[config.mk]
export PLATFORM = sky130hd
export DESIGN_NAME = csa_pipe_adder
export DESIGN_NICKNAME = d
export VERILOG_FILES = /design/src/rtl/csa_pkg.sv /design/src/rtl/csa_block.sv /design/src/rtl/csa_pipe_adder.sv
export SDC_FILE = /design/constraint.sdc
export NUM_CORES = 1
export LEC_CHECK = 0
export ABC_AREA = 1
export CAP_MARGIN = 20
export CELL_PAD_IN_SITES_DETAIL_PLACEMENT = 1
export CELL_PAD_IN_SITES_GLOBAL_PLACEMENT = 2
export CORE_MARGIN = 2
export CORE_UTILIZATION = 25
export CTS_BUF_LIST = sky130_fd_sc_hd__clkbuf_8
export CTS_CLUSTER_DIAMETER = 150
export DETAILED_ROUTE_END_ITERATION = 16
export PLACE_DENSITY_LB_ADDON = 0.1
export SLEW_MARGIN = 20
export SYNTH_ARGS = -nofsm -noshare
export SYNTH_HDL_FRONTEND = slang
export SYNTH_HIERARCHICAL = 1
export SYNTH_SLANG_ARGS = --single-unit
[constraint.sdc]
create_clock -name clk -period 1.8 [get_ports clk]
set_input_delay 0.18 -clock clk [delete_from_list [all_inputs] [get_ports clk]]
set_output_delay 0.18 -clock clk [all_outputs]
set_load 0.01 [all_outputs]
[src/rtl/csa_pkg.sv]
// Shared types and elaboration helpers for the pipelined carry-select adder.
// Optional feature macro: CSA_OVF_EN (signed overflow output).
package csa_pkg;

  // Per-stage control state; wide operand and sum bits live beside it in the stage.
  typedef struct packed {
    logic valid;
    logic carry;
  } csa_ctl_t;

  function automatic int csa_nstg(input int width, input int blk);
    if (blk < 1) begin
      return 1;
    end else begin
      return width / blk;
    end
  endfunction

  function automatic bit csa_cfg_ok(input int width, input int blk);
    if (blk < 1) begin
      return 1'b0;
    end else begin
      return (width >= blk) && ((width % blk) == 0);
    end
  endfunction

  // Stage k keeps only the B bits it has not consumed yet (WIDTH - k*BLK bits);
  // this is the offset of stage k's slice in the packed triangular B store.
  function automatic int csa_boff(input int width, input int blk, input int stg);
    return stg * width - (blk * stg * (stg - 1)) / 2;
  endfunction

endpackage

[src/rtl/csa_block.sv]
// One carry-select block: two BLK-bit sums (carry-in 0 and 1) and a select mux.
module csa_block #(
  parameter int BLK = 4
) (
  input  logic [BLK-1:0] a,
  input  logic [BLK-1:0] b,
  input  logic           sel_cin,
  output logic [BLK-1:0] sum,
  output logic           cout
);

  logic [BLK:0] sum0_s;
  logic [BLK:0] sum1_s;

  // Both candidate sums are formed up front; the late-arriving carry only drives the mux.
  always_comb begin
    sum0_s = {1'b0, a} + {1'b0, b};
    sum1_s = {1'b0, a} + {1'b0, b} + {{BLK{1'b0}}, 1'b1};
    if (sel_cin) begin
      {cout, sum} = sum1_s;
    end else begin
      {cout, sum} = sum0_s;
    end
  end

endmodule

[src/rtl/csa_pipe_adder.sv]
// Pipelined carry-select adder/subtractor, one register stage per BLK-bit block,
// valid/ready flow control with a global stall. Define CSA_OVF_EN for out_ovf.
module csa_pipe_adder
  import csa_pkg::*;
#(
  parameter int WIDTH = 16,
  parameter int BLK   = 4
) (
  input  logic             clk,
  input  logic             rst_n,
  input  logic             in_valid,
  output logic             in_ready,
  input  logic [WIDTH-1:0] in_a,
  input  logic [WIDTH-1:0] in_b,
  input  logic             in_cin,
  input  logic             in_sub,
  output logic             out_valid,
  input  logic             out_ready,
  output logic [WIDTH-1:0] out_sum,
  output logic             out_cout
`ifdef CSA_OVF_EN
  ,
  output logic             out_ovf
`endif
);

  localparam bit CFG_OK = csa_cfg_ok(WIDTH, BLK);
  localparam int NSTG   = csa_nstg(WIDTH, BLK);
  localparam int BTOT   = csa_boff(WIDTH, BLK, NSTG);
  localparam int LOFF   = csa_boff(WIDTH, BLK, NSTG - 1);

  if (!CFG_OK) begin : g_bad_cfg
    $error("csa_pipe_adder: WIDTH must be a positive multiple of BLK");
  end

  logic             stall_s;
  csa_ctl_t         ctl_q_s [NSTG];
  logic [WIDTH-1:0] sa_out_s [NSTG];
  logic             cout_s [NSTG];
  logic [BTOT-1:0]  b_q_s;
`ifdef CSA_OVF_EN
  logic             last_a_msb_s;
`endif

  assign stall_s  = out_valid & ~out_ready;
  assign in_ready = ~stall_s;

  for (genvar k = 0; k < NSTG; k++) begin : g_stg
    localparam int BW   = WIDTH - k * BLK;
    localparam int BOFF = csa_boff(WIDTH, BLK, k);

    // sa_r holds finished sum bits below block k and untouched A bits from block k up.
    csa_ctl_t         ctl_r;
    logic [WIDTH-1:0] sa_r;
    logic [BW-1:0]    b_r;
    logic [BLK-1:0]   blk_sum_s;
    logic [WIDTH-1:0] sa_nx_s;

    assign ctl_q_s[k]        = ctl_r;
    assign b_q_s[BOFF +: BW] = b_r;
    assign sa_out_s[k]       = sa_nx_s;

    csa_block #(.BLK(BLK)) u_blk (
      .a       (sa_r[k*BLK +: BLK]),
      .b       (b_q_s[BOFF +: BLK]),
      .sel_cin (ctl_q_s[k].carry),
      .sum     (blk_sum_s),
      .cout    (cout_s[k])
    );

    // Splice this block's result into the A/sum word.
    always_comb begin
      sa_nx_s              = sa_r;
      sa_nx_s[k*BLK +: BLK] = blk_sum_s;
    end

    if (k == 0) begin : g_head
      // Subtraction is folded in here: invert B and force the carry-in.
      always_ff @(posedge clk) begin
        if (!rst_n) begin
          ctl_r <= '0;
          sa_r  <= '0;
          b_r   <= '0;
        end else if (!stall_s) begin
          ctl_r.valid <= in_valid;
          ctl_r.carry <= in_sub | in_cin;
          sa_r        <= in_a;
          b_r         <= in_sub ? ~in_b : in_b;
        end
      end
    end else begin : g_tail
      localparam int PBOFF = csa_boff(WIDTH, BLK, k - 1);

      // Advance from the previous stage, dropping the B block it just consumed.
      always_ff @(posedge clk) begin
        if (!rst_n) begin
          ctl_r <= '0;
          sa_r  <= '0;
          b_r   <= '0;
        end else if (!stall_s) begin
          ctl_r.valid <= ctl_q_s[k-1].valid;
          ctl_r.carry <= cout_s[k-1];
          sa_r        <= sa_out_s[k-1];
          b_r         <= b_q_s[PBOFF + BLK +: BW];
        end
      end
    end

`ifdef CSA_OVF_EN
    if (k == NSTG - 1) begin : g_msb
      assign last_a_msb_s = sa_r[WIDTH-1];
    end
`endif
  end

  // Output register; holds its contents while the consumer stalls.
  always_ff @(posedge clk) begin
    if (!rst_n) begin
      out_valid <= 1'b0;
      out_sum   <= '0;
      out_cout  <= 1'b0;
`ifdef CSA_OVF_EN
      out_ovf   <= 1'b0;
`endif
    end else if (!stall_s) begin
      out_valid <= ctl_q_s[NSTG-1].valid;
      out_sum   <= sa_out_s[NSTG-1];
      out_cout  <= cout_s[NSTG-1];
`ifdef CSA_OVF_EN
      // Sign bits of A and effective B are still intact in the last stage.
      out_ovf   <= (last_a_msb_s == b_q_s[LOFF + BLK - 1]) &
                   (sa_out_s[NSTG-1][WIDTH-1] != last_a_msb_s);
`endif
    end
  end

endmodule

==> flow_metrics.py <==
metrics = {
    "worst_setup_path": {
        "path_class": "reg -> reg",
        "crit_family": "adder cells",
        "critPathCaptureType": "flip-flop",
        "max_stage_delay_ns": 0.50,
        "cp_slowest_cell": "fa_1",
        "cp.required_ns": 2.15,
        "critical_path_arrival_ns": 2.19,
        "setup.worst_path.start_class": "flip-flop",
        "crit_path_start": "g_stg[1].sa_r[4]$_SDFFE_PN0N_",
        "ff2ff_setup_slack_ns": -0.04,
        "cp_max_fo": 2,
        "crit_buf_inv": 0,
        "r2r_start": "g_stg[1].sa_r[4]$_SDFFE_PN0N_",
        "cp_cell_sequence": "ha_4 > fa_1 > ha_2 > nand2_4 > nor2_4 > nand3_2 > nand2_1 > nand2_1 > nor2_1 > nor2_1",
    },
    "route": {
        "drc": 0,
        "top_layer_used": "met4",
        "drt_iter0_markers": 152,
        "drt_first_pass_iters": 4,
        "avgRoutedWirePerCell_um": 12.94,
        "wl_met3_um": 429,
        "routed_via_density": 4.292,
        "drt_wl_total_um": 15970,
        "wirelength_met1_um": 8053,
        "num_vias": 5296,
        "ant_nets": 0,
        "wl_met2_um": 7237,
    },
    "clock_tree": {
        "cts.sinks": 130,
        "cts_tree": "yes",
        "cts.htree.levels": 4,
        "clockRootBuffer": "clkbuf_8",
        "numCtsBuffers": 17,
        "clkSlewWorstSetupHoldPaths_ns": 0.08,
        "clockBufferDepth": 2,
        "clkLatencyLatePin_ns": 0.45,
        "holdBufCountCts": 0,
    },
    "outcome": {
        "violations": "negative setup slack",
        "status": "finished with violations",
    },
    "pwr": {
        "p_leak_nw": 3.366,
        "powerDensity_nw_per_um2": 871.2,
        "peakVddDrop_uv": 391.0,
        "power_mw": 6.879,
    },
    "global_route": {
        "grt_usage_pct": 12.98,
        "grt.overflow.total": 0,
        "grt_max_degree": 88,
        "antenna_found_initial": 0,
        "grt_pass1_wl_um": 27540,
        "grt_pass1_vias": 5712,
    },
    "cells_and_area": {
        "layout_common_cells": "275 x nor2_1, 121 x dfxtp_1, 112 x o21bai_1",
        "antennaDiodeCount": 0,
        "layout_commonest_cell": "nor2_1",
        "fin_cells": 1234,
        "utilization_pct": 32.56,
        "final_area_um2": 7895,
        "area_delta_synth_final_pct": 27.94,
        "fin_nets": 959,
        "drive_gt1_share_pct": 13.08,
    },
    "placement": {
        "dp.final_hpwl_um": 11090,
        "placed_area_um2": 7219,
        "gp_congestion": 0.7655,
        "io_buffers": 56,
        "dp_cells": 1197,
    },
    "floorplanning": {
        "core-area_um2": 24250,
        "io_pins": 57,
        "die_h_um": 161.1,
        "die_x_um": 161.1,
        "die_area_um2": 25960,
        "start_util_pct": 25.45,
        "num_rows": 57,
    },
    "synthesis": {
        "synth_nets": 896,
        "yosysSeqAreaShare_pct": 42.17,
        "yosys_warnings": 6,
        "netlist.area_leader.share_pct": 42.17,
        "postSynthAreaPerCell_um2": 7.399,
        "synthesis.area_um2": 6171,
        "yosysTopAreaCell": "dfxtp_1",
        "ys_types": 26,
        "synth_area_leaders": "dfxtp_1 42%, nor2_1 17%, o21bai_1 14%",
        "syn_inst": 834,
        "synth_seq_cells": 130,
    },
    "min_path": {
        "hp-start": "in_valid",
        "hold_path_class": "in -> reg",
    },
    "sta": {
        "setup_viol": 2,
        "period_needed_ns": 1.840,
        "worst_slew_pin_slew_ns": 0.4608,
        "slew_headroom_pct": 69.09,
        "finalHoldViolations": 0,
        "fmax_mhz": 543.6,
        "rsz0062_at_grt": "true",
        "finalClockSkew_ns": 0.01068,
        "post-route-period-util_pct": 102.2,
        "setup_slack_ns": -0.03958,
        "slew_viol_final": 0,
        "tns_ns": -0.04590,
    },
    "flow_run": {
        "cap_violations": 0,
    },
}
-- cells in the mapped netlist --
library cell	n
ha_1	20
buf_2	22
mux2_2	2
clkinv_1	1
o21ai_1	1
fa_1	4
clkbuf_1	17
nand3b_1	16
buf_6	1
nor2_2	3
nand3_1	28
mux2_1	1
dfxtp_1	130
nand2_1	114
o21bai_1	112
xnor2_1	4
buf_4	6
nor2_4	2
nand2_4	1
inv_2	5
a21oi_1	8
nand2_2	8
o21ai_0	3
nand4_1	2
nor2_1	277
inv_1	46
-- power by group --
part	switching, mW	internal (mW)	leakage (nW)	total [mW]
Clock	1.20	1.64	0.215	2.84
Sequential	0.106	3.04	1.07	3.15
Combinational	0.447	0.444	2.08	0.891
Total	1.76	5.12	3.37	6.88
-- registers in the layout (all words and copies together) (netlist names) --
register    count
g_stg.sa_r     64
g_stg.b_r      40
out_sum        16
ctl_q_s         8
out_cout        1
out_valid       1
-- stage by stage --
stage | hold slack, ns | setup WS [ns]
2_1_floorplan | 0.3149 | 0.007916
3_3_place_gp | 0.4456 | -0.04375
3_5_place_dp | 0.4646 | -0.09777
4_1_cts | 0.2851 | -0.02714
5_1_grt | 0.3010 | -0.1622
6_report | 0.3187 | -0.03958
-- metal layers --
layer / vias up / GRT usage (%)
li1: 2756 / -
met1: 2456 / 16.82
met2: 62 / 21.46
met3: 22 / 2.465
met4: 0 / 4.911
met5: - / 0
-- worst paths after layout --
| path | to | depth (start not counted) |
|---|---|---|
| max | ctl_q_s[2]$_SDFFE_PN0N_ | 10 |
| min | ctl_q_s[7]$_SDFFE_PN0N_ | 3 |
| min reg2reg | out_valid$_SDFFE_PN0N_ | 2 |
| max reg2reg | ctl_q_s[2]$_SDFFE_PN0N_ | 10 |
-- cell type report --
cell class                 instances  area, µm²
sequential                       130       2614
fill                            2954      16350
timing repair buffer              90      907.1
clock inverter                    15      215.2
tap                              324      405.4
multi-input combinational        606       3324
clock buffer                      17      234.0
inverter                          52      195.2
-- cell families (layout without fill, tap and decap cells) --
family                   after synthesis  count (layout)  share of synthesized area (%)
AO/OA/AOI/OAI                        124             124                          14.60
AND/OR/NAND/NOR                      451             451                          29.87
flip-flops                           130             130                          42.17
multiplexers                           3               3                         0.5474
buffers and inverters                 98             174                          6.894
XOR/XNOR                               4               4                         0.5677
adder cells (fa/ha/maj)               24              24                          5.353
-- worst register-to-register path: cells and delay by family (launching register included) --
family	cells	cell delay, ns
flops	1	0.34
fa+ha+maj	3	0.87
simple gates	7	0.52
-- repair_timing --
action | CTS | global route
gates resized for setup | 29 | 18
buffers inserted | 2 | 4
setup endpoints to repair | 10 | 14
pin swaps | 25 | 15
endpoints found under the hold margin | 0 | 0
Note: power is estimated with default switching activity, not from simulation.
